$ cat config.mk
export PLATFORM = sky130hd
export DESIGN_NAME = blob_bbox_tracker
export DESIGN_NICKNAME = d
export VERILOG_FILES = /design/src/rtl/blob_bbox_tracker.sv
export SDC_FILE = /design/constraint.sdc
export NUM_CORES = 1
export LEC_CHECK = 0
export CAP_MARGIN = 20
export CORE_MARGIN = 2
export CORE_UTILIZATION = 52
export DETAILED_ROUTE_END_ITERATION = 8
export GPL_TIMING_DRIVEN = 1
export PLACE_DENSITY = 0.76
export SETUP_SLACK_MARGIN = 0.5
export SYNTH_ARGS = -nofsm -noshare
export SYNTH_HDL_FRONTEND = slang
export SYNTH_SLANG_ARGS = --single-unit
$ cat constraint.sdc
create_clock -name clk -period 9.4 [get_ports clk]
set_input_delay 0.94 -clock clk [delete_from_list [all_inputs] [get_ports clk]]
set_output_delay 0.94 -clock clk [all_outputs]
set_load 0.05 [all_outputs]
$ cat src/rtl/blob_bbox_tracker.sv
// blob_bbox_tracker
//   Tracks motion ("hot") pixels in a thresholded delta-frame raster stream and
//   publishes a per-frame bounding box, box centre and hot-pixel count.
//
//   Ports
//     clk, reset       : clock, synchronous active-high reset
//     enable           : tracking enable; beats are ignored while low
//     in_valid/in_sof  : pixel beat valid / start of frame (pixel 0,0)
//     in_pixel         : delta pixel, only the MSB is used (1 = hot)
//     out_valid        : one-cycle publish strobe
//     object_found     : pixel_count >= MIN_PIXELS
//     box_*            : bounding box (0 when no object)
//     centroid_x/_y    : box centre (0 when no object)
//     pixel_count      : hot pixels in the published frame
//     frame_error      : one-cycle pulse on an sof arriving mid-frame
module blob_bbox_tracker #(
    parameter int INPUT_WIDTH = 10,
    parameter int IMG_WIDTH   = 640,
    parameter int IMG_HEIGHT  = 480,
    parameter int COORD_WIDTH = 10,
    parameter int COUNT_WIDTH = 19,
    parameter int MIN_PIXELS  = 16
) (
    input  logic                   clk,
    input  logic                   reset,
    input  logic                   enable,
    input  logic                   in_valid,
    input  logic                   in_sof,
    input  logic [INPUT_WIDTH-1:0] in_pixel,
    output logic                   out_valid,
    output logic                   object_found,
    output logic [COORD_WIDTH-1:0] box_x_min,
    output logic [COORD_WIDTH-1:0] box_x_max,
    output logic [COORD_WIDTH-1:0] box_y_min,
    output logic [COORD_WIDTH-1:0] box_y_max,
    output logic [COORD_WIDTH-1:0] centroid_x,
    output logic [COORD_WIDTH-1:0] centroid_y,
    output logic [COUNT_WIDTH-1:0] pixel_count,
    output logic                   frame_error
);

    localparam logic [1:0] WAIT_SOF = 2'd0;
    localparam logic [1:0] ACCUM    = 2'd1;
    localparam logic [1:0] PUBLISH  = 2'd2;

    localparam logic [COORD_WIDTH-1:0] X_LAST  = COORD_WIDTH'(IMG_WIDTH - 1);
    localparam logic [COORD_WIDTH-1:0] Y_LAST  = COORD_WIDTH'(IMG_HEIGHT - 1);
    localparam logic [COUNT_WIDTH-1:0] MIN_CNT = COUNT_WIDTH'(MIN_PIXELS);

    logic [1:0]             state_q, state_d;
    logic [COORD_WIDTH-1:0] x_q, x_d, y_q, y_d;
    logic [COORD_WIDTH-1:0] xmin_q, xmin_d, xmax_q, xmax_d;
    logic [COORD_WIDTH-1:0] ymin_q, ymin_d, ymax_q, ymax_d;
    logic [COUNT_WIDTH-1:0] cnt_q, cnt_d;

    logic                   out_valid_q, out_valid_d, found_q, found_d, ferr_q, ferr_d;
    logic [COORD_WIDTH-1:0] bxmin_q, bxmin_d, bxmax_q, bxmax_d;
    logic [COORD_WIDTH-1:0] bymin_q, bymin_d, bymax_q, bymax_d;
    logic [COORD_WIDTH-1:0] cx_q, cx_d, cy_q, cy_d;
    logic [COUNT_WIDTH-1:0] pcnt_q, pcnt_d;

    logic                   beat, hot, last, found;
    logic [COORD_WIDTH-1:0] cur_x, cur_y;
    logic [COORD_WIDTH:0]   sum_x, sum_y;

    // Only the pixel MSB carries information after thresholding.
    logic unused_pixel_bits;
    assign unused_pixel_bits = ^in_pixel[INPUT_WIDTH-2:0];

    assign beat  = in_valid & enable;
    assign hot   = beat & in_pixel[INPUT_WIDTH-1];
    // An sof beat is always pixel (0,0), whatever the counters say.
    assign cur_x = in_sof ? '0 : x_q;
    assign cur_y = in_sof ? '0 : y_q;
    assign last  = (cur_x == X_LAST) && (cur_y == Y_LAST);
    assign found = (cnt_q >= MIN_CNT);
    // One extra bit so the min+max sum cannot overflow before halving.
    assign sum_x = {1'b0, xmin_q} + {1'b0, xmax_q};
    assign sum_y = {1'b0, ymin_q} + {1'b0, ymax_q};

    always_comb begin
        state_d     = state_q;
        x_d         = x_q;
        y_d         = y_q;
        xmin_d      = xmin_q;
        xmax_d      = xmax_q;
        ymin_d      = ymin_q;
        ymax_d      = ymax_q;
        cnt_d       = cnt_q;
        out_valid_d = 1'b0;
        ferr_d      = 1'b0;
        found_d     = found_q;
        bxmin_d     = bxmin_q;
        bxmax_d     = bxmax_q;
        bymin_d     = bymin_q;
        bymax_d     = bymax_q;
        cx_d        = cx_q;
        cy_d        = cy_q;
        pcnt_d      = pcnt_q;

        // Publish reads the accumulator registers, so a new frame restarting
        // the accumulators in this same cycle cannot corrupt the result.
        if (enable && state_q == PUBLISH) begin
            out_valid_d = 1'b1;
            found_d     = found;
            pcnt_d      = cnt_q;
            bxmin_d     = found ? xmin_q : '0;
            bxmax_d     = found ? xmax_q : '0;
            bymin_d     = found ? ymin_q : '0;
            bymax_d     = found ? ymax_q : '0;
            cx_d        = found ? sum_x[COORD_WIDTH:1] : '0;
            cy_d        = found ? sum_y[COORD_WIDTH:1] : '0;
        end

        if (!enable) begin
            state_d = WAIT_SOF;
        end else if (beat && (in_sof || state_q == ACCUM)) begin
            ferr_d = in_sof && (state_q == ACCUM);
            if (in_sof) begin
                xmin_d = '1;
                xmax_d = '0;
                ymin_d = '1;
                ymax_d = '0;
                cnt_d  = '0;
            end
            if (hot) begin
                if (cur_x < xmin_d) xmin_d = cur_x;
                if (cur_x > xmax_d) xmax_d = cur_x;
                if (cur_y < ymin_d) ymin_d = cur_y;
                if (cur_y > ymax_d) ymax_d = cur_y;
                if (cnt_d != '1) cnt_d = cnt_d + 1'b1;
            end
            if (last) begin
                x_d     = '0;
                y_d     = '0;
                state_d = PUBLISH;
            end else begin
                state_d = ACCUM;
                if (cur_x == X_LAST) begin
                    x_d = '0;
                    y_d = cur_y + 1'b1;
                end else begin
                    x_d = cur_x + 1'b1;
                    y_d = cur_y;
                end
            end
        end else if (state_q != ACCUM) begin
            state_d = WAIT_SOF;
        end
    end

    always_ff @(posedge clk) begin
        if (reset) begin
            state_q     <= WAIT_SOF;
            x_q         <= '0;
            y_q         <= '0;
            xmin_q      <= '1;
            xmax_q      <= '0;
            ymin_q      <= '1;
            ymax_q      <= '0;
            cnt_q       <= '0;
            out_valid_q <= 1'b0;
            ferr_q      <= 1'b0;
            found_q     <= 1'b0;
            bxmin_q     <= '0;
            bxmax_q     <= '0;
            bymin_q     <= '0;
            bymax_q     <= '0;
            cx_q        <= '0;
            cy_q        <= '0;
            pcnt_q      <= '0;
        end else begin
            state_q     <= state_d;
            x_q         <= x_d;
            y_q         <= y_d;
            xmin_q      <= xmin_d;
            xmax_q      <= xmax_d;
            ymin_q      <= ymin_d;
            ymax_q      <= ymax_d;
            cnt_q       <= cnt_d;
            out_valid_q <= out_valid_d;
            ferr_q      <= ferr_d;
            found_q     <= found_d;
            bxmin_q     <= bxmin_d;
            bxmax_q     <= bxmax_d;
            bymin_q     <= bymin_d;
            bymax_q     <= bymax_d;
            cx_q        <= cx_d;
            cy_q        <= cy_d;
            pcnt_q      <= pcnt_d;
        end
    end

    assign out_valid    = out_valid_q;
    assign object_found = found_q;
    assign box_x_min    = bxmin_q;
    assign box_x_max    = bxmax_q;
    assign box_y_min    = bymin_q;
    assign box_y_max    = bymax_q;
    assign centroid_x   = cx_q;
    assign centroid_y   = cy_q;
    assign pixel_count  = pcnt_q;
    assign frame_error  = ferr_q;

endmodule

==> reports/results.txt <==
CTS Buf Count: 17
Nets: 1123
Endpoint type of the worst setup path: register
Detailed Route Iter0 Violations: 545
P&R area growth vs syn: 19.2%
Sw power: 0.000338 W
Startpoint types: input pin
Row Count: 46
Routability-driven placement congestion ratio: 0.916
Final Skew: 6.90 ps
PD cells: 151 nW/um^2
Bufs on Longest Clock Path: 2
Final period util: 42.0%
Ys Warns: 0
Ant diodes: 0
Post_cts resized: 0
Fillers: 1365
Sw Ratio: 22.4%
Start of the worst register-to-register path: y_q[0]
IO Count: 97
Synth Register Bits: 163
Commonest non-fill, non-tap cell in the layout: dfxtp_1
Asr flop ratio synth: 0%
Final ANT Viol Nets: 0
Max transition margin: 39.5%
Core Area: 15800 um^2
Clock transition at path regs: 60 ps
Hold_ws: 453 ps
Max Clock Freq: 253 MHz
PortBufs: 87
Final Max Tran Viols: 0
# hold bufs at CTS: 0
Vias in the first global route: 7110
Grt ovf: 0
Commonest register cell after synthesis: dfxtp_1
Total Power: 0.00151 W
Root Buffer: clkbuf_16
Synthesized area per cell: 8.39 um^2
Peak VDD IR: 0.118 mV
Hold Startpoint: pixel_count[11]
Post-Syn Instances: 1000
Outcome: completed
Tmin final: 3950 ps
WL final: 21600 um
Comb pwr share: 3.8%
Skew-Pair Late Insertion Delay: 430 ps
First-pass GRT wire length: 35200 um
TNS Setup: 0 ps
Initial antenna violation count: 0
Vias per std cell: 6.02
Pre-Repair DR Iteration Count: 5
DR WL/cell: 16.8 um
Post-synth EDFFs: 0
Critical path type: in -> reg
# H-tree levels: 4
Total GRT Usage: 25.7%
Starting Density: 53.0%
DRC viols: 0
Final HPWL DP: 14600 um
Sequential power share: 46.4%
Most frequent cells in the layout: 163 x dfxtp_1, 145 x nor2_1, 103 x nand2_1
Lkg Pwr: 3.82 nW
Crit path launch: in_sof
CTS tree: built
Max cap viols: 0
Internal power: 0.00117 W
Total number of vias: 7727
Setup violations, final: 0
Die H: 131 um
Worst Tran Pin Value: 905 ps
RSZ-0062 raised after global routing: no
Hold Fails Final Rpt: 0
Clock power frac: 49.8%
Mapped Area: 8390 um^2
Fraction of layout cells with a size suffix above 1: 5.81%
Hold Crit Class: reg -> reg
Required @ worst endpoint: 9770 ps
Max Fanout on Critical Path: 84
Die area: 17200 um^2
WP data arrival: 4320 ps
Post-CTS setup buffer count: 0
Die Span X: 131 um
Seq/Total Area, Yosys: 38.9%
# clock sinks: 163
Largest net degree at the start of global routing: 85
Syn nets: 1068
Synth unique cells: 69
[flip-flops by register name, indices dropped and copies added, names as in the netlist]
signal        cells
box_x_max        10
box_x_min        10
box_y_max        10
box_y_min        10
centroid_x       10
centroid_y       10
cnt_q            19
frame_error       1
object_found      1
out_valid         1
pixel_count      19
state_q           2
x_q              10
xmax_q           10
xmin_q           10
y_q              10
ymax_q           10
ymin_q           10
[logic make-up (layout without fill, tap and decap cells)]
kind of cell / after synthesis / after routing / synth area share (%)
AO/OA/AOI/OAI: 249 / 249 / 20.5
XOR/XNOR: 24 / 24 / 2.51
adder cells (fa/ha/maj): 53 / 53 / 8.09
buffers and inverters: 81 / 149 / 3.89
flip-flops: 163 / 163 / 38.9
multiplexers: 16 / 16 / 2.00
AND/OR/NAND/NOR: 414 / 414 / 24.1
[power groups by stage]
stage	logic (W)	clock network (W)	registers (W)
floorplan	0.0000437	0	0.000713
global placement	0.0000553	0	0.000715
detailed placement	0.0000567	0	0.000715
CTS	0.0000573	0.000759	0.000700
global route	0.0000637	0.000789	0.000700
finish	0.0000579	0.000751	0.000700
[per-layer routing]
metal  global-route usage (%)  wire length (um)  vias up
met4                     8.82               471        0
met5                        0                 0        -
met3                     4.68              1130       44
met2                     41.1             10000      242
li1                         -                 -     3748
met1                     34.9             10000     3693
[cell type report]
cell class                      instances  area [um^2]  area share, %
Multi-Input combinational cell        756         4820           48.2
Sequential cell                       163         3260           32.6
Timing Repair Buffer                   95          927           9.28
Clock buffer                           21          460           4.61
Tap cell                              216          270           2.70
Clock inverter                         11          175           1.75
Inverter                               22         82.6          0.826
[synthesized netlist by cell type (4+ instances only)]
cell type	n	area share, %
dfxtp_1	163	39
nand2_1	103	4.6
or3_1	4	0.30
xor2_1	10	1.0
nor4_1	15	1.1
o21ai_0	28	1.7
xnor2_1	14	1.5
a22o_1	26	2.7
nand2b_1	15	1.1
a22oi_1	52	4.7
a211oi_1	18	1.6
a21o_1	4	0.36
nand4_1	13	0.97
nor2_1	145	6.5
nand4b_1	5	0.52
clkbuf_1	50	2.2
mux2i_1	10	1.2
nor3_1	32	1.9
and2_1	4	0.30
nand3_1	15	0.90
or4_1	5	0.45
a31oi_1	8	0.60
a21oi_1	65	3.9
inv_1	21	0.94
and3_1	11	0.82
nor2b_1	27	2.0
a2111oi_0	6	0.63
ha_1	51	7.6
a211o_1	4	0.42
mux2_2	6	0.81
a32o_1	4	0.48
a311oi_1	6	0.63
a32oi_1	4	0.42
[critical path, stage by stage]
cell and delay (ps):
buf_2 80, buf_4 650, inv_2 470, nand2_1 190, ha_1 190, nor2_1 70
a221oi_1 250, o22ai_1 120, a311oi_1 390, nor3b_2 680, a22o_1 230
[stage by stage]
stage / area [um^2] / worst slack (ps) / util (%) / instances
2_1_floorplan: 8390 / 5610 / - / 1000
3_3_place_gp: 9350 / 5160 / 59.1 / 1251
3_5_place_dp: 9360 / 5110 / 59.1 / 1252
4_1_cts: 9990 / 5490 / 63.1 / 1284
5_1_grt: 9990 / 5150 / 63.1 / 1284
6_report: 9990 / 5450 / 63.1 / 1284
[final timing paths]
check                    endpoint  slack (ps)  depth (start not counted)
setup / recovery        ymax_q[4]        5450                         11
hold / removal    pixel_count[11]         450                          2
setup reg to reg        ymax_q[4]        6420                          9
hold reg to reg   pixel_count[11]         450                          2
(Power assumes the default switching activity.)
